**src/rtl/rv151_pkg.sv**
```systemverilog
// ----------------------------------------------------------------------------
// rv151_pkg : immediate format codes shared across the rv151 decode stage
// Rev 1.0
// ----------------------------------------------------------------------------
`default_nettype none

package rv151_pkg;

  localparam int IMM_TYPE_W = 3;

  typedef logic [IMM_TYPE_W-1:0] imm_type_t;

  localparam imm_type_t IMM_R  = 3'd0;
  localparam imm_type_t IMM_I  = 3'd1;
  localparam imm_type_t IMM_S  = 3'd2;
  localparam imm_type_t IMM_B  = 3'd3;
  localparam imm_type_t IMM_U  = 3'd4;
  localparam imm_type_t IMM_J  = 3'd5;
  localparam imm_type_t IMM_Z  = 3'd6;
  localparam imm_type_t IMM_SH = 3'd7;

endpackage

`default_nettype wire

```
**src/rtl/rv151_imm_pipe_if.sv**
```systemverilog
// ----------------------------------------------------------------------------
// rv151_imm_pipe_if : input/output valid-ready bus of the immediate pipe
// Rev 1.0
// ----------------------------------------------------------------------------
`default_nettype none

interface rv151_imm_pipe_if #(
  parameter int XLEN  = 32,
  parameter int TAG_W = 32
);
  import rv151_pkg::*;

  logic             in_valid;
  logic             in_ready;
  logic [31:0]      in_inst;
  imm_type_t        in_type;
  logic [TAG_W-1:0] in_tag;

  logic             out_valid;
  logic             out_ready;
  logic [XLEN-1:0]  out_imm;
  imm_type_t        out_type;
  logic [TAG_W-1:0] out_tag;

  modport master (
    output in_valid, in_inst, in_type, in_tag, out_ready,
    input  in_ready, out_valid, out_imm, out_type, out_tag
  );

  modport slave (
    input  in_valid, in_inst, in_type, in_tag, out_ready,
    output in_ready, out_valid, out_imm, out_type, out_tag
  );

endinterface

`default_nettype wire

```
**src/rtl/rv151_imm_dec.sv**
```systemverilog
// ----------------------------------------------------------------------------
// rv151_imm_dec : combinational immediate extraction and extension to XLEN
// Rev 1.0
// ----------------------------------------------------------------------------
`default_nettype none

module rv151_imm_dec
  import rv151_pkg::*;
#(
  parameter int XLEN = 32
) (
  input  wire logic [31:0]     inst_i,
  input  wire imm_type_t       type_i,
  output logic      [XLEN-1:0] imm_o
);

  logic [31:0] w_raw;
  logic        w_sext;
  logic        w_unused;

  // opcode bits never contribute to any immediate
  assign w_unused = ^inst_i[6:0];

  always_comb begin
    w_raw  = '0;
    w_sext = 1'b1;
    case (type_i)
      IMM_I:   w_raw = {{20{inst_i[31]}}, inst_i[31:20]};
      IMM_S:   w_raw = {{20{inst_i[31]}}, inst_i[31:25], inst_i[11:7]};
      IMM_B:   w_raw = {{20{inst_i[31]}}, inst_i[7], inst_i[30:25], inst_i[11:8], 1'b0};
      IMM_U:   w_raw = {inst_i[31:12], 12'h000};
      IMM_J:   w_raw = {{12{inst_i[31]}}, inst_i[19:12], inst_i[20], inst_i[30:21], 1'b0};
      IMM_Z: begin
        w_raw  = {27'b0, inst_i[19:15]};
        w_sext = 1'b0;
      end
      IMM_SH: begin
        w_raw  = (XLEN == 64) ? {26'b0, inst_i[25:20]} : {27'b0, inst_i[24:20]};
        w_sext = 1'b0;
      end
      default: begin
        w_raw  = '0;
        w_sext = 1'b0;
      end
    endcase
  end

  generate
    if (XLEN > 32) begin : g_wide
      assign imm_o = {{(XLEN-32){w_sext & w_raw[31]}}, w_raw};
    end else begin : g_narrow
      assign imm_o = w_raw;
    end
  endgenerate

endmodule

`default_nettype wire

```
**src/rtl/rv151_imm_pipe.sv**
```systemverilog
// ----------------------------------------------------------------------------
// rv151_imm_pipe : registered immediate generator with output reg + skid buffer
// Rev 1.0
// ----------------------------------------------------------------------------
`default_nettype none

module rv151_imm_pipe
  import rv151_pkg::*;
#(
  parameter int XLEN  = 32,
  parameter int TAG_W = 32
) (
  input wire logic          clk,
  input wire logic          rst,
  input wire logic          flush,
  rv151_imm_pipe_if.slave   bus
);

  logic [XLEN-1:0]  w_dec_imm;
  logic             w_in_fire;
  logic             w_out_free;

  logic             out_valid_q, out_valid_d;
  logic [XLEN-1:0]  out_imm_q,   out_imm_d;
  imm_type_t        out_type_q,  out_type_d;
  logic [TAG_W-1:0] out_tag_q,   out_tag_d;

  logic             skid_valid_q, skid_valid_d;
  logic [XLEN-1:0]  skid_imm_q,   skid_imm_d;
  imm_type_t        skid_type_q,  skid_type_d;
  logic [TAG_W-1:0] skid_tag_q,   skid_tag_d;

  rv151_imm_dec #(
    .XLEN (XLEN)
  ) u_dec (
    .inst_i (bus.in_inst),
    .type_i (bus.in_type),
    .imm_o  (w_dec_imm)
  );

  // ready comes from state only, so it never combinationally follows out_ready
  assign bus.in_ready = !skid_valid_q && !rst;
  assign w_in_fire    = bus.in_valid && bus.in_ready;
  assign w_out_free   = !out_valid_q || bus.out_ready;

  always_comb begin
    out_valid_d  = out_valid_q;
    out_imm_d    = out_imm_q;
    out_type_d   = out_type_q;
    out_tag_d    = out_tag_q;
    skid_valid_d = skid_valid_q;
    skid_imm_d   = skid_imm_q;
    skid_type_d  = skid_type_q;
    skid_tag_d   = skid_tag_q;

    if (flush) begin
      out_valid_d  = 1'b0;
      skid_valid_d = 1'b0;
    end else if (w_out_free) begin
      if (skid_valid_q) begin
        // skid is older than anything at the input, so it drains first
        out_valid_d  = 1'b1;
        out_imm_d    = skid_imm_q;
        out_type_d   = skid_type_q;
        out_tag_d    = skid_tag_q;
        skid_valid_d = 1'b0;
      end else begin
        out_valid_d = w_in_fire;
        if (w_in_fire) begin
          out_imm_d  = w_dec_imm;
          out_type_d = bus.in_type;
          out_tag_d  = bus.in_tag;
        end
      end
    end else if (w_in_fire) begin
      skid_valid_d = 1'b1;
      skid_imm_d   = w_dec_imm;
      skid_type_d  = bus.in_type;
      skid_tag_d   = bus.in_tag;
    end
  end

  always_ff @(posedge clk) begin
    if (rst) begin
      out_valid_q  <= 1'b0;
      out_imm_q    <= '0;
      out_type_q   <= IMM_R;
      out_tag_q    <= '0;
      skid_valid_q <= 1'b0;
      skid_imm_q   <= '0;
      skid_type_q  <= IMM_R;
      skid_tag_q   <= '0;
    end else begin
      out_valid_q  <= out_valid_d;
      out_imm_q    <= out_imm_d;
      out_type_q   <= out_type_d;
      out_tag_q    <= out_tag_d;
      skid_valid_q <= skid_valid_d;
      skid_imm_q   <= skid_imm_d;
      skid_type_q  <= skid_type_d;
      skid_tag_q   <= skid_tag_d;
    end
  end

  assign bus.out_valid = out_valid_q;
  assign bus.out_imm   = out_imm_q;
  assign bus.out_type  = out_type_q;
  assign bus.out_tag   = out_tag_q;

endmodule

`default_nettype wire

```
**src/flat_wrapper.sv**
```systemverilog
// flat-port wrapper written by rule: the top's interface ports become plain ports
module rv151_imm_pipe_flat import rv151_pkg::*;
#(
  parameter int XLEN  = 32,
  parameter int TAG_W = 32
)
  (clk, rst, flush, bus_in_valid, bus_in_inst, bus_in_type, bus_in_tag, bus_out_ready, bus_in_ready, bus_out_valid, bus_out_imm, bus_out_type, bus_out_tag);
  rv151_imm_pipe_if #(.XLEN(XLEN), .TAG_W(TAG_W)) bus_i ();
  input wire logic clk;
  input wire logic rst;
  input wire logic flush;
  input wire logic [$bits(bus_i.in_valid)-1:0] bus_in_valid;
  input wire logic [$bits(bus_i.in_inst)-1:0] bus_in_inst;
  input wire logic [$bits(bus_i.in_type)-1:0] bus_in_type;
  input wire logic [$bits(bus_i.in_tag)-1:0] bus_in_tag;
  input wire logic [$bits(bus_i.out_ready)-1:0] bus_out_ready;
  output wire logic [$bits(bus_i.in_ready)-1:0] bus_in_ready;
  output wire logic [$bits(bus_i.out_valid)-1:0] bus_out_valid;
  output wire logic [$bits(bus_i.out_imm)-1:0] bus_out_imm;
  output wire logic [$bits(bus_i.out_type)-1:0] bus_out_type;
  output wire logic [$bits(bus_i.out_tag)-1:0] bus_out_tag;
  assign bus_i.in_valid = bus_in_valid;
  assign bus_i.in_inst = bus_in_inst;
  assign bus_i.in_type = bus_in_type;
  assign bus_i.in_tag = bus_in_tag;
  assign bus_i.out_ready = bus_out_ready;
  assign bus_in_ready = bus_i.in_ready;
  assign bus_out_valid = bus_i.out_valid;
  assign bus_out_imm = bus_i.out_imm;
  assign bus_out_type = bus_i.out_type;
  assign bus_out_tag = bus_i.out_tag;
  rv151_imm_pipe #(.XLEN(XLEN), .TAG_W(TAG_W)) u_core (.clk(clk), .rst(rst), .flush(flush), .bus(bus_i));
endmodule
```
**config.mk**
```make
export PLATFORM = sky130hd
export DESIGN_NAME = rv151_imm_pipe_flat
export DESIGN_NICKNAME = d
export VERILOG_FILES = /design/src/rtl/rv151_pkg.sv /design/src/rtl/rv151_imm_pipe_if.sv /design/src/rtl/rv151_imm_dec.sv /design/src/rtl/rv151_imm_pipe.sv /design/src/flat_wrapper.sv
export SDC_FILE = /design/constraint.sdc
export NUM_CORES = 1
export LEC_CHECK = 0
export ABC_CLOCK_PERIOD_IN_PS = 1510
export CAP_MARGIN = 5
export CORE_MARGIN = 2
export CORE_UTILIZATION = 45
export CTS_CLUSTER_DIAMETER = 50
export DETAILED_ROUTE_END_ITERATION = 8
export GPL_ROUTABILITY_DRIVEN = 0
export MAX_ROUTING_LAYER = met4
export PLACE_DENSITY = 0.77
export SLEW_MARGIN = 15
export SYNTH_ARGS = -nofsm -noshare
export SYNTH_HDL_FRONTEND = slang
export SYNTH_SLANG_ARGS = --single-unit
```
**constraint.sdc**
```tcl
create_clock -name clk -period 1.51 [get_ports clk]
set_input_delay 0.302 -clock clk [delete_from_list [all_inputs] [get_ports clk]]
set_output_delay 0.302 -clock clk [all_outputs]
set_load 0.03 [all_outputs]
```
==> impl_summary.md, run 1 <==
Hold path
The path with the worst hold slack has its endpoint at u_core.bus.out_valid$_SDFFE_PP0P_. The cell depth of the worst hold path is 3. The startpoint of the worst hold path is rst. The class of the most critical hold timing path is primary input to register.

Global route
The wire length of the first global-routing pass is 28.41 mm. The initial antenna violation count is 0. The via count of the first global-routing pass is 5495. For this run, global-route usage on met1 was measured as 0.3207. The total overflow left after global routing is 0. The maximum number of pins on one net before global-route repair is 65. Across every metal layer, demand over resource in global routing totals 0.2590. For this run, global-route usage on met2 was measured as 0.4097.

The global-route met3 utilization is 0.06128. The most heavily used metal layer in global routing is met2.

Setup path
The critical path is of the register to output pin type. The critical register-to-register path endpoint is u_core.skid_tag_q[14]$_SDFFE_PP0P_. The largest single stage delay on the critical path is between 0.3 and 0.4 ns. The launch point of the worst reg-to-reg path is u_core.skid_valid_q$_SDFFE_PP0P_. The signal on the critical path passes through buf_12, buf_16, nor2_4, buf_6. The number of buffers and inverters on the critical path is 3.

The setup check on the worst reg-to-reg path leaves a slack of -0.06 ns. The worst register-to-register path has a depth of 5. The startpoint kind of the worst setup timing path is a register. The cell class contributing the biggest share of worst-path delay is buffers and inverters.

The worst setup path is captured at an output pin. For the worst setup path, the data required time is 1.21 ns. The standard cell with the maximum stage delay on the critical path is sky130_fd_sc_hd__dfxtp_4. Data on the critical path arrives at its endpoint at between 1 and 1.5 ns. The biggest fanout along the worst timing path is 7.

Logic synthesis
After synthesis, the most frequently instantiated cells are sky130_fd_sc_hd__dfxtp_1, sky130_fd_sc_hd__nand2_1, sky130_fd_sc_hd__nor2_1. In this run, synthesis produced a sequential element count of between 100 and 150. Of the post-synthesis cell area, the dominant cell type holds 0.4709. Counting every instance in the synthesized netlist gives 662. The number of flops mapped to enable cells by yosys is 0. The most instantiated flip-flop cell in the synthesis netlist is sky130_fd_sc_hd__dfxtp_1. Among all cell types in the netlist, the one instantiated most often is sky130_fd_sc_hd__dfxtp_1. The number of warnings reported in the yosys synthesis log is 0.

After synthesis, the mean cell area works out to 8.734 um2. The number of different library cells in the post-synthesis netlist is 34. Of all flip-flops after synthesis, the portion carrying an async set or reset was 0. By area the synthesized netlist is led by sky130_fd_sc_hd__dfxtp_1, sky130_fd_sc_hd__a211oi_1, sky130_fd_sc_hd__mux2i_1. For this run, the register share of the synthesized area comes to 0.4709. The netlist area before placement is 5782 um2. sky130_fd_sc_hd__dfxtp_1 takes more of the synthesized area than any other cell. The net count of the mapped netlist is roughly 730.

Floorplan
Measured along the y axis, the die boundary spans 117.4 um. The core region is 12570 um2. The die covers 13770 um2. The cell row count is roughly 40. The initial utilization of the core area, before any placement, comes to 0.4600. For this design the top-level I/O count stands at 141.

The die is 117.4 um wide.

Detailed routing
The total wire length is 20.04 mm. For this block, the via count after detailed routing is 5993. In this run, the number of DRC markers left after iteration 0 of detailed routing was 693. The number of iterations in the first detailed-routing pass is 7.

The detail route stage leaves a number of antenna-violating nets equal to 0. The number of DRC violations after detailed routing is 0. Dividing the detail-routed wire length by the instance count gives 19.76 um. Using the TritonRoute via totals, the vias-per-cell ratio works out to 5.910.

Placed design
The placed wire-length estimate after detailed placement is roughly 10 mm. The setup slack after placement is -0.5428 ns. The standard cell area after detailed placement is 7561 um2. During placement, the flow inserted port buffers numbering roughly 130.

Timing
Setup violations remaining at the end of the flow were counted as 43. Setup repair after global routing could not meet its margin everywhere. The final hold violation count is 0. In this run the tightest slew margin relative to its limit is 0.5220.

The slew of the pin with the lowest slew margin is 0.7169 ns. The final critical delay including setup and external delays is ~1.6 ns. The final critical-path share of the clock period is 1.041. The number of max-slew violations in the final report is 0. The final worst setup slack is -0.06116 ns. The largest clock skew in the final design is 0.01048 ns. The maximum frequency from static timing analysis is 636.5 MHz.

Clock network
The TritonCTS clock tree is built. The number of buffers between clock root and the deepest sink is 2. The tree is rooted in a sky130_fd_sc_hd__clkbuf_16. The number of sinks driven by the clock tree is 136. Clock-pin slew was measured on the worst setup and hold paths at 0.05 ns.

Counting the buffers created by CTS gives 17. In this run, post-CTS hold repair placed 0 buffers. The later-pin clock latency in the skew report is ~0.41 ns. The H-tree depth is 4.

Finish
The post-route core utilization is 0.7301. Of the cells placed in the final design, the portion with a size suffix greater than 1 is 0.2613. The layout overhead on the synthesized area is 58.71%. The count of nets after finishing is 902. The summed area of non-filler cells in the final layout is 9176 um2. The filler cells instantiated in the layout total 849. The final antenna diode count is 0.

Power and ir drop
The final total power is 9.077 mW. For this design the static power due to leakage is 3.437 nW. For this design the ratio of total power to cell area is 989.2 nW/um2.

The worst vdd rail ir drop is 0.5815 mV.

Status
The run finished, with violations left. The final reports fail on setup timing.

Run
Across the run, the number of max-cap violations was 0.
-- state kept, by name, indices dropped and copies added (netlist names) --
| signal | cells |
|---|---|
| u_core.bus.out_type | 3 |
| u_core.bus.out_valid | 1 |
| u_core.skid_tag_q | 32 |
| u_core.skid_valid_q | 1 |
| u_core.skid_imm_q | 32 |
| u_core.skid_type_q | 3 |
| u_core.bus.out_tag | 32 |
| u_core.bus.out_imm | 32 |
-- timing repair --
action | in CTS | in global routing
pin swaps | 7 | 58
setup endpoints to repair | 179 | 122
gates cloned | 7 | 9
gates resized for setup | 99 | 151
buffers inserted | 8 | 10
-- per-layer routing --
| layer | vias up | wire length (um) |
|---|---|---|
| met5 | - | 0 |
| met4 | 0 | 605 |
| met3 | 56 | 1502 |
| met2 | 332 | 9796 |
| met1 | 2878 | 8135 |
| li1 | 2727 | - |
-- worst reg2reg max path, stage by stage (launching register included) --
cell	delay, ns
sky130_fd_sc_hd__dfxtp_4	0.35
sky130_fd_sc_hd__nand2b_4	0.15
sky130_fd_sc_hd__or4_4	0.54
sky130_fd_sc_hd__clkbuf_16	0.23
sky130_fd_sc_hd__nand2_1	0.08
sky130_fd_sc_hd__a21oi_1	0.07
-- cell type report --
cell class	count	area, um2	share of cell area
Clock inverter	12	151.4	0.01650
Inverter	3	11.26	0.001227
Tap cell	172	215.2	0.02345
Timing Repair Buffer	214	2342	0.2552
Multi-Input combinational cell	458	3283	0.3578
Clock buffer	19	442.9	0.04827
Sequential cell	136	2730	0.2975
-- per-stage QoR --
step | hold slack (ns) | TNS [ns] | cells
finish | 0.2663 | -1.052 | 1014
global route | 0.2689 | -3.106 | 1014
floorplan | 0.3707 | -0.4613 | 662
detailed placement | 0.4432 | -62.29 | 953
global placement | 0.4374 | -58.32 | 953
CTS | 0.2417 | -0.8837 | 998
-- placed cells by master (no fill, tap or decap), drive strengths merged, types with 2 or more instances in the layout --
master	instances
dlymetal6s2s	4
nand3	6
a221oi	10
mux2i	37
nand4b	17
nand4	2
clkdlybuf4s15	11
and2	8
nor2b	6
nand3b	18
dlygate4sd2	59
a211oi	56
clkinv	5
o311ai	7
dfxtp	136
nor3	6
buf	76
clkinvlp	3
o21ai	7
a31oi	12
nand2	97
nand2b	12
a21oi	60
bufinv	3
a32o	4
inv	4
clkbuf	26
nor4	2
o211ai	20
nor2	65
clkdlybuf4s50	57
-- how the worst max path moves through the flow --
stage,from,depth (start not counted),slack (ns),endpoint
2_1_floorplan,u_core.bus.out_valid$_SDFFE_PP0P_,7,-0.04,u_core.skid_tag_q[0]$_SDFFE_PP0P_
3_3_place_gp,bus_in_valid,6,-0.51,u_core.skid_tag_q[21]$_SDFFE_PP0P_
3_5_place_dp,bus_in_valid,6,-0.54,u_core.skid_tag_q[18]$_SDFFE_PP0P_
4_1_cts,u_core.skid_valid_q$_SDFFE_PP0P_,4,-0.19,bus_in_ready
5_1_grt,u_core.bus.out_valid$_SDFFE_PP0P_,8,-0.11,u_core.skid_tag_q[17]$_SDFFE_PP0P_
6_report,u_core.skid_valid_q$_SDFFE_PP0P_,4,-0.06,bus_in_ready
-- cell families after synthesis --
| logic type | count (synthesis) | share of synthesized area |
|---|---|---|
| DFF | 136 | 0.4709 |
| buffers and inverters | 68 | 0.05562 |
| AOI/OAI and AO/OA | 179 | 0.2071 |
| muxes | 37 | 0.06406 |
| and+or+nand+nor | 242 | 0.2023 |
-- power by group --
group	total [mW]	switching (mW)	internal, mW
Clock	4.18	1.56	2.63
Combinational	1.17	0.667	0.501
Sequential	3.72	0.0486	3.68
Total	9.08	2.27	6.80
(Power assumes the default switching activity.)
==> inputs of run 2 (changes only) <==
CORE_UTILIZATION = 46   (was 45)
PLACE_DENSITY = 0.76   (was 0.77)
SYNTH_HIERARCHICAL = 1   (was unset)
==> run 2 against run 1 <==
Against the previous run: the run now ends clean; register-to-register slack better by 0.07 ns; sequential share of layout area down 0.52 points; clock power down 6.5%; non-clock buffer count shrank 17; power fell by 3.0%; sequential power shrank 1%; first-iteration DRC count fell by 20%; maximum frequency up 4.9%; hold slack worse by 0.12 ns; global-route usage decreased by 2.5 points; via count grew 2.9%; sequential cell count unchanged; critical path type is now register to register; largest cell class unchanged; highest routed layer unchanged.
==> impl_summary.md, run 2 <==
Logic synthesis
The share of synthesized area in the top cell type comes to 0.4030. In the post-synthesis netlist, the cell with the most instances is sky130_fd_sc_hd__dfxtp_1. Sorting the synthesized cells by area gives the leading types as sky130_fd_sc_hd__dfxtp_1, sky130_fd_sc_hd__mux2_2, sky130_fd_sc_hd__mux2i_1. For this run, the register share of the synthesized area comes to 0.4030. The biggest area contributor in the post-synthesis netlist is sky130_fd_sc_hd__dfxtp_1. The fraction of registers with async set/reset is 0. The mean instance size in the synthesized netlist is 8.867 um2. Counting flops with a built-in enable in the synthesized netlist gives 0.

The cell area that synthesis handed to floorplanning was 6756 um2. Ranked by instance count, the synthesized netlist is headed by sky130_fd_sc_hd__dfxtp_1, sky130_fd_sc_hd__a21oi_1, sky130_fd_sc_hd__nor2b_1. The number of different library cells in the post-synthesis netlist is 29. The number of storage elements in the synthesis netlist is 136. The number of warnings reported in the yosys synthesis log is 6.

The number of standard cells after synthesis is 762. The net count of the mapped netlist is 834. The most instantiated flip-flop cell in the synthesis netlist is sky130_fd_sc_hd__dfxtp_1.

Finish
The net count of the finished layout is a little under 1000. Across the whole layout, storage elements account for 2728 um2. The number of antenna diodes in the final layout is 0. The top cell types in the final layout, fill and taps aside, are sky130_fd_sc_hd__dfxtp_1, sky130_fd_sc_hd__a21oi_1, sky130_fd_sc_hd__nor2_1, sky130_fd_sc_hd__nor2b_1, sky130_fd_sc_hd__mux2i_1. The most frequent standard cell in the layout excluding fill and tap cells is sky130_fd_sc_hd__dfxtp_1. The number of fill cells in the layout is 1184. The fraction of final layout cells with drive strength greater than 1 is 0.2083. The area growth from synthesis to layout is 38.09%. The total area of multi-input combinational cells is 3739 um2.

Timing
Summed over all failing endpoints, the final setup total negative slack is 0 ns. The final critical delay including setup and external delays is 1.498 ns. Setup repair after global routing could not meet its margin everywhere. The final hold violation count is 0. In the finished design, the share of the clock period the worst path needs comes to 0.9917. The number of max-slew violations in the final report was 0. The largest clock skew in the final design is ~0.0064 ns. In this run the tightest slew margin relative to its limit is 0.6666. The maximum frequency from static timing analysis is ~670 MHz. For the pin with the worst max-slew slack, the measured transition is roughly 0.5 ns. Setup violations remaining at the end of the flow were counted as 0.

Setup path
The worst setup path is launched from a register. The kind of critical path is register to register. Among the stages of the critical path, the cell type that occurs most often is sky130_fd_sc_hd__buf_4. For the worst setup path, the data arrival time is ~1.8 ns. The signal on the critical path passes through buf_4, buf_4, nor2b_4, buf_4, clkbuf_16, nand3_1, a21oi_1. The largest single stage delay on the critical path is 0.36 ns. Grouping stages by cell kind, the critical path spends the most delay in buffers and inverters. Along the worst path, the maximum fanout reaches 17. The worst setup path is captured at a register.

At the worst endpoint, the required time is 1.86 ns. The number of buffers and inverters on the critical path is 4. The standard cell with the maximum stage delay on the critical path is sky130_fd_sc_hd__dfxtp_4.

Clock network
The H-tree depth is 4. Counting along the longest clock path gives a buffer depth of 2. The later-pin clock latency in the skew report is 0.42 ns. The clock drives 136 sinks. The number of clock buffers inserted by TritonCTS is 17. Clock-pin slew was measured on the worst setup and hold paths at 0.06 ns.

TritonCTS built the clock tree. The root cell of the clock tree is sky130_fd_sc_hd__clkbuf_16.

Detailed routing
The detailed router placed 6165 vias in this run. The first routing iteration left 554 violations. The number of iterations in the first detailed-routing pass is 5. The via density per instance is 5.599. Wires add up to 18.82 mm. The remaining number of nets flagged by the antenna check after routing is 0. The average wire length per cell after detail routing is 17.09 um.

The number of DRC violations after detailed routing is 0.

Floorplan
The die width is around 130 um. The area of the core region is 14420 um2. The height of the chip is 125.2 um. The total I/O pin count is 141. The floorplan has 44 rows. The area of the die is approximately 16000 um2. For this configuration, the core starts out at a cell density of 0.4684.

Power and ir drop
The cell leakage power is 3.802 nW. The worst-case IR drop observed on VDD is 0.7207 mV. The power per unit of standard cell area is 943.7 nW/um2. The design draws 8.805 mW.

Global route
Global routing finished with a remaining overflow of 0. The maximum number of pins on one net before global-route repair is 92. The initial antenna violation count was 0. The first global-routing pass estimated just under 30 mm of wire.

The via count of the first global-routing pass is roughly 5800. The overall routing resource usage is 0.2344.

Status
The flow ran to the end, and the final reports show no timing, DRC or antenna violations.

Run
The number of violations of the max-capacitance limit is 0.

Hold path
The class of the most critical hold timing path is primary input to register.

Placed design
The placed wire-length estimate after detailed placement is 11.31 mm. Input and output buffers added on the ports amount to 133.
[run 2: changes by cell type after synthesis, moves of 22 or more]
| cell | delta |
|---|---|
| sky130_fd_sc_hd__mux2i_1 | +31 |
| sky130_fd_sc_hd__o21ai_1 | +22 |
| sky130_fd_sc_hd__o21ai_0 | +40 |
| sky130_fd_sc_hd__mux2_2 | +67 |
| sky130_fd_sc_hd__nand2_1 | -90 |
| sky130_fd_sc_hd__a211oi_1 | -55 |
| sky130_fd_sc_hd__nor2b_1 | +69 |
| sky130_fd_sc_hd__nand3_1 | +61 |
[run 2: layer usage]
layer | wire [um] | vias to the layer above | track usage | share of wire
met4 | 329 | 0 | 0.08431 | 0.017
met5 | 0 | - | - | 0
met2 | 8913 | 237 | 0.3629 | 0.47
met1 | 8462 | 2961 | 0.3037 | 0.45
li1 | - | 2944 | - | -
met3 | 1109 | 23 | 0.05006 | 0.059
[run 2: report_power, final]
| group | switching [mW] | internal, mW | leakage, nW |
|---|---|---|---|
| Sequential | 0.0282 | 3.65 | 1.10 |
| Clock | 1.60 | 2.32 | 0.268 |
| Combinational | 0.651 | 0.562 | 2.43 |
[run 2: cell families (layout without fill, tap and decap cells)]
kind of cell | count (synthesis) | after routing | synth area share
buf+inv | 75 | 230 | 0.05518
flops | 136 | 136 | 0.4030
compound gates | 179 | 179 | 0.1474
mux | 135 | 135 | 0.2124
simple gates | 237 | 237 | 0.1820
[run 2: timing repair]
action | in CTS | in global routing
gates cloned | 1 | 5
resized for setup | 95 | 43
pin swaps | 1 | 3
setup buffers | 5 | 5
setup endpoints to repair | 172 | 123
hold buffers | 0 | 0
[run 2: cell type report]
cell class,instances,share of cell area
clock buffer,23,0.05337
clock inverter,9,0.006839
inverter,1,0.0004023
multi-input combinational,551,0.4007
sequential,136,0.2923
tap,184,0.02467
timing repair buffer,197,0.2217
[run 2: worst paths after layout]
kind | slack, ns | startpoint | endpoint | cells after the start
min | 0.14 | flush | u_core/bus.out_valid$_SDFFE_PP0P_ | 2
max reg2reg | 0.01 | u_core/skid_valid_q$_SDFFE_PP0P_ | u_core/skid_imm_q[14]$_SDFFE_PP0P_ | 7
min reg2reg | 0.48 | u_core/skid_imm_q[0]$_SDFFE_PP0P_ | u_core/skid_imm_q[0]$_SDFFE_PP0P_ | 2
max | 0.01 | u_core/skid_valid_q$_SDFFE_PP0P_ | u_core/skid_imm_q[14]$_SDFFE_PP0P_ | 7
[run 2: per-stage QoR]
stage / hold slack [ns] / setup WS, ns / instance area, um2 / util / instances
4_1_cts: 0.3689 / -0.03703 / 9164 / 0.6353 / 1093
3_5_place_dp: 0.4659 / -0.7120 / 8534 / 0.5917 / 1055
6_report: 0.1415 / 0.01246 / 9330 / 0.6469 / 1101
3_3_place_gp: 0.4598 / -0.6729 / 8534 / 0.5917 / 1055
5_1_grt: 0.1532 / -0.05355 / 9330 / 0.6469 / 1101
2_1_floorplan: 0.3673 / -0.0005317 / 6769 / - / 762
==> inputs of run 3 (changes only) <==
CTS_BUF_LIST = sky130_fd_sc_hd__clkbuf_16   (was unset)
GPL_ROUTABILITY_DRIVEN = 1   (was 0)
SLEW_MARGIN = unset   (was 15)
==> run 3 against run 2 <==
Against the previous run: the flow now finishes with violations (setup timing); critical endpoint is now u_core/skid_imm_q[9]$_SDFFE_PP0P_; die area stayed put; cell count stayed put; setup slack got worse by 0.030 ns; via count is 0.13% lower; sequential cell count did not move; power fell by 3.2%; routed wire length is 1.6% higher; sequential power hardly changed; clock skew increased by 0.0012 ns; design area grew 1.3%.
==> impl_summary.md, run 3 (synthesis gave the netlist of run 2 again) <==
Global route
The initial antenna violation count is 0. Entering global routing, the biggest net connects approximately 90 pins. The via count of the first global-routing pass was 5740.

The first global-routing pass estimated around 29 mm of wire. The total overflow left after global routing is 0. The overall routing resource usage is 0.2331.

Clock network
The H-tree was split into 4 levels. The TritonCTS clock tree is built. The number of buffers between clock root and the deepest sink is 2. Clock tree synthesis inserted a total of 17 buffers. Clock latency on the worst-skew pair, taken at its later pin, is 0.42 ns.

The number of sinks driven by the clock tree is approximately 140. Clock tree synthesis selected as its root buffer the cell sky130_fd_sc_hd__clkbuf_16. Clock-pin slew was measured on the worst setup and hold paths at 0.06 ns. The hold buffer count at CTS is 0.

Placed design
Summed over all nets, the half-perimeter wirelength after detailed placement is ~11 mm. In this run the cell area measured after placement is around 8500 um2. The congestion estimate from routability-driven global placement came to 0.8811. Buffers placed on the I/O ports in this run total 133.

Setup path
Traced cell by cell, the critical path runs through or4b_4, buf_12, o21ai_0, a21oi_1. Data arrives at the worst endpoint at 1.82 ns. The required time at the endpoint of the critical path is 1.80 ns. In this design, the stage delay of the slowest critical-path cell is 0.59 ns. The timing endpoint of the critical path is u_core/skid_imm_q[9]$_SDFFE_PP0P_.

The launch point of the worst reg-to-reg path is u_core/bus.out_valid$_SDFFE_PP0P_. The worst-case reg-to-reg path depth is 4. The worst-case register-to-register setup slack is -0.02 ns.

The startpoint of the worst setup timing path is u_core/bus.out_valid$_SDFFE_PP0P_. In this run the worst path has a maximum fanout of 6. The cell class contributing the biggest share of worst-path delay is simple AND/OR/NAND/NOR gates.

The critical path runs through a total of 4 cells. The startpoint kind of the worst setup timing path is a register. In this run the critical register-to-register path is captured at u_core/skid_imm_q[9]$_SDFFE_PP0P_. The sort of element at the end of the critical path is a register. The kind of critical path is register to register. Together, buffers and inverters on the worst path number 1. The slowest stage of the critical path is the sky130_fd_sc_hd__or4b_4 cell.

Power and ir drop
The share of total power dissipated in sequential elements is 0.432. The worst vdd rail ir drop is 0.7057 mV. Of the total power, the share spent switching nets is 0.2651. Internal power comes to 6.265 mW. The share of total power dissipated in the clock network is 0.425. The share of power burned in combinational logic is 0.143. Summed over all nets, the switching power comes to 2.260 mW. After layout, the design draws a total of 8.525 mW. The cell leakage power is 3.883 nW. Power spread over the standard cell area amounts to 901.7 nW/um2.

Hold path
The min-delay analysis places its worst path in the category primary input to register.

Run
The number of violations of the max-capacitance limit is 0.

Finish
In the final design database the tool counted 976 nets. The most frequent standard cell in the layout excluding fill and tap cells is sky130_fd_sc_hd__dfxtp_1. The summed area of non-filler cells in the final layout is approximately 9500 um2. The number of antenna diodes in the final layout is 0. From synthesis to final layout, the design area changed by 39.93%. The top cell types in the final layout, fill and taps aside, are sky130_fd_sc_hd__dfxtp_1, sky130_fd_sc_hd__a21oi_1, sky130_fd_sc_hd__nor2_1, sky130_fd_sc_hd__nor2b_1, sky130_fd_sc_hd__mux2i_1.

The fraction of final layout cells with drive strength greater than 1 is 0.2246.

Timing
The final worst setup slack is -0.01763 ns. The number of max-slew violations in the final report is 0. The slew of the pin with the lowest slew margin is 0.4871 ns.

The relative slew slack is 0.6753. The final critical delay including setup and external delays is approximately 1.5 ns. The number of setup violations in the final report is 3. Setup repair after global routing could not meet its margin everywhere. The final critical-path share of the clock period is 1.012. Timing would allow up to 654.6 MHz. On the final layout, the worst clock skew is approximately 0.0076 ns. The final hold violation count was 0.

Detailed routing
Summing over every cut layer, the via total after detailed routing is between 6000 and 7000. The average wire length per cell after detail routing is 17.36 um. Before antenna repair, the detailed router went through 5 iterations. The number of DRC violations after detailed routing is 0.

The via density per instance is 5.592. The count of nets left with antenna violations once routing finished came out at 0. For this block, the routed nets add up to between 15 and 20 mm of wire. For this block, the initial DRC count from the detailed router was 526.

Floorplan
Row generation in the floorplan step produced 44 rows. The area of the die is 15670 um2. The height of the chip is between 100 and 150 um. In this run the horizontal extent of the chip is 125.2 um. The area of the core region is around 14000 um2. For this configuration, the core starts out at a cell density of 0.4684. During I/O placement, the number of pins put on the boundary was 141.

Status
The final reports fail on setup timing. The flow ran to the end, but the final reports show violations.
## run 3: cell types whose count changed in the layout (fill, tap and decap cells not counted), moves of 3 or more
cell | previous run | this run
sky130_fd_sc_hd__clkbuf_8 | 5 | 0
sky130_fd_sc_hd__clkinv_1 | 0 | 5
sky130_fd_sc_hd__dlygate4sd2_1 | 61 | 64
sky130_fd_sc_hd__mux2_2 | 60 | 40
sky130_fd_sc_hd__mux2_4 | 7 | 27
sky130_fd_sc_hd__o21ai_0 | 27 | 4
sky130_fd_sc_hd__o21ai_1 | 42 | 45
sky130_fd_sc_hd__o21ai_2 | 10 | 30
## run 3: worst min path at each step
stage / startpoint / end / slack, ns / depth (start not counted)
2_1_floorplan: flush / u_core/bus.out_valid$_SDFFE_PP0P_ / 0.37 / 1
3_3_place_gp: u_core/skid_tag_q[28]$_SDFFE_PP0P_ / u_core/skid_tag_q[28]$_SDFFE_PP0P_ / 0.46 / 2
3_5_place_dp: u_core/skid_imm_q[6]$_SDFFE_PP0P_ / u_core/skid_imm_q[6]$_SDFFE_PP0P_ / 0.47 / 2
4_1_cts: bus_in_valid / u_core/skid_valid_q$_SDFFE_PP0P_ / 0.37 / 4
5_1_grt: flush / u_core/bus.out_valid$_SDFFE_PP0P_ / 0.16 / 2
6_report: flush / u_core/bus.out_valid$_SDFFE_PP0P_ / 0.15 / 2
## run 3: area by class of cell
cell class / instances / area, um2
timing repair buffer: 197 / 2088
clock inverter: 15 / 86.33
fill: 1181 / 4970
sequential: 136 / 2728
clock buffer: 17 / 425.4
inverter: 1 / 3.754
tap: 184 / 230.2
multi-input combinational: 551 / 3892
## run 3: per-stage QoR
step                      setup slack [ns]    util  cells     TNS, ns  hold slack (ns)
final                             -0.01763  0.6554   1101    -0.03591           0.1531
after global routing              -0.05285  0.6554   1101      -1.715           0.1553
after CTS                         -0.03625  0.6324   1093    -0.05203           0.3696
after detailed placement           -0.7120  0.5917   1055      -66.76           0.4659
after global placement             -0.6729  0.5917   1055      -64.64           0.4598
after floorplan                 -0.0005317       -    762  -0.0005317           0.3673
## run 3: routing by layer
metal  part of all wire  up-vias  GRT usage
li1                   -     2947          -
met1               0.44     2945     0.3049
met2               0.48      233     0.3568
met3              0.063       32    0.05049
met4              0.018        0    0.08366
met5                  0        -          -
## run 3: timing repair
action / in CTS / in global routing
resized for setup: 97 / 104
setup buffers: 5 / 3
hold endpoints to repair: 0 / 0
endpoints found under the setup margin: 174 / 123
gates cloned: 1 / 7
pin swaps: 1 / 8
## run 3: power groups by stage
stage          Clock (mW)  Sequential (mW)  Combinational [mW]
4_1_cts              3.69             3.68                1.15
2_1_floorplan           0             3.87               0.518
6_report             3.63             3.68                1.22
3_3_place_gp            0             3.76                1.14
3_5_place_dp            0             3.76                1.15
5_1_grt              3.88             3.69                1.30
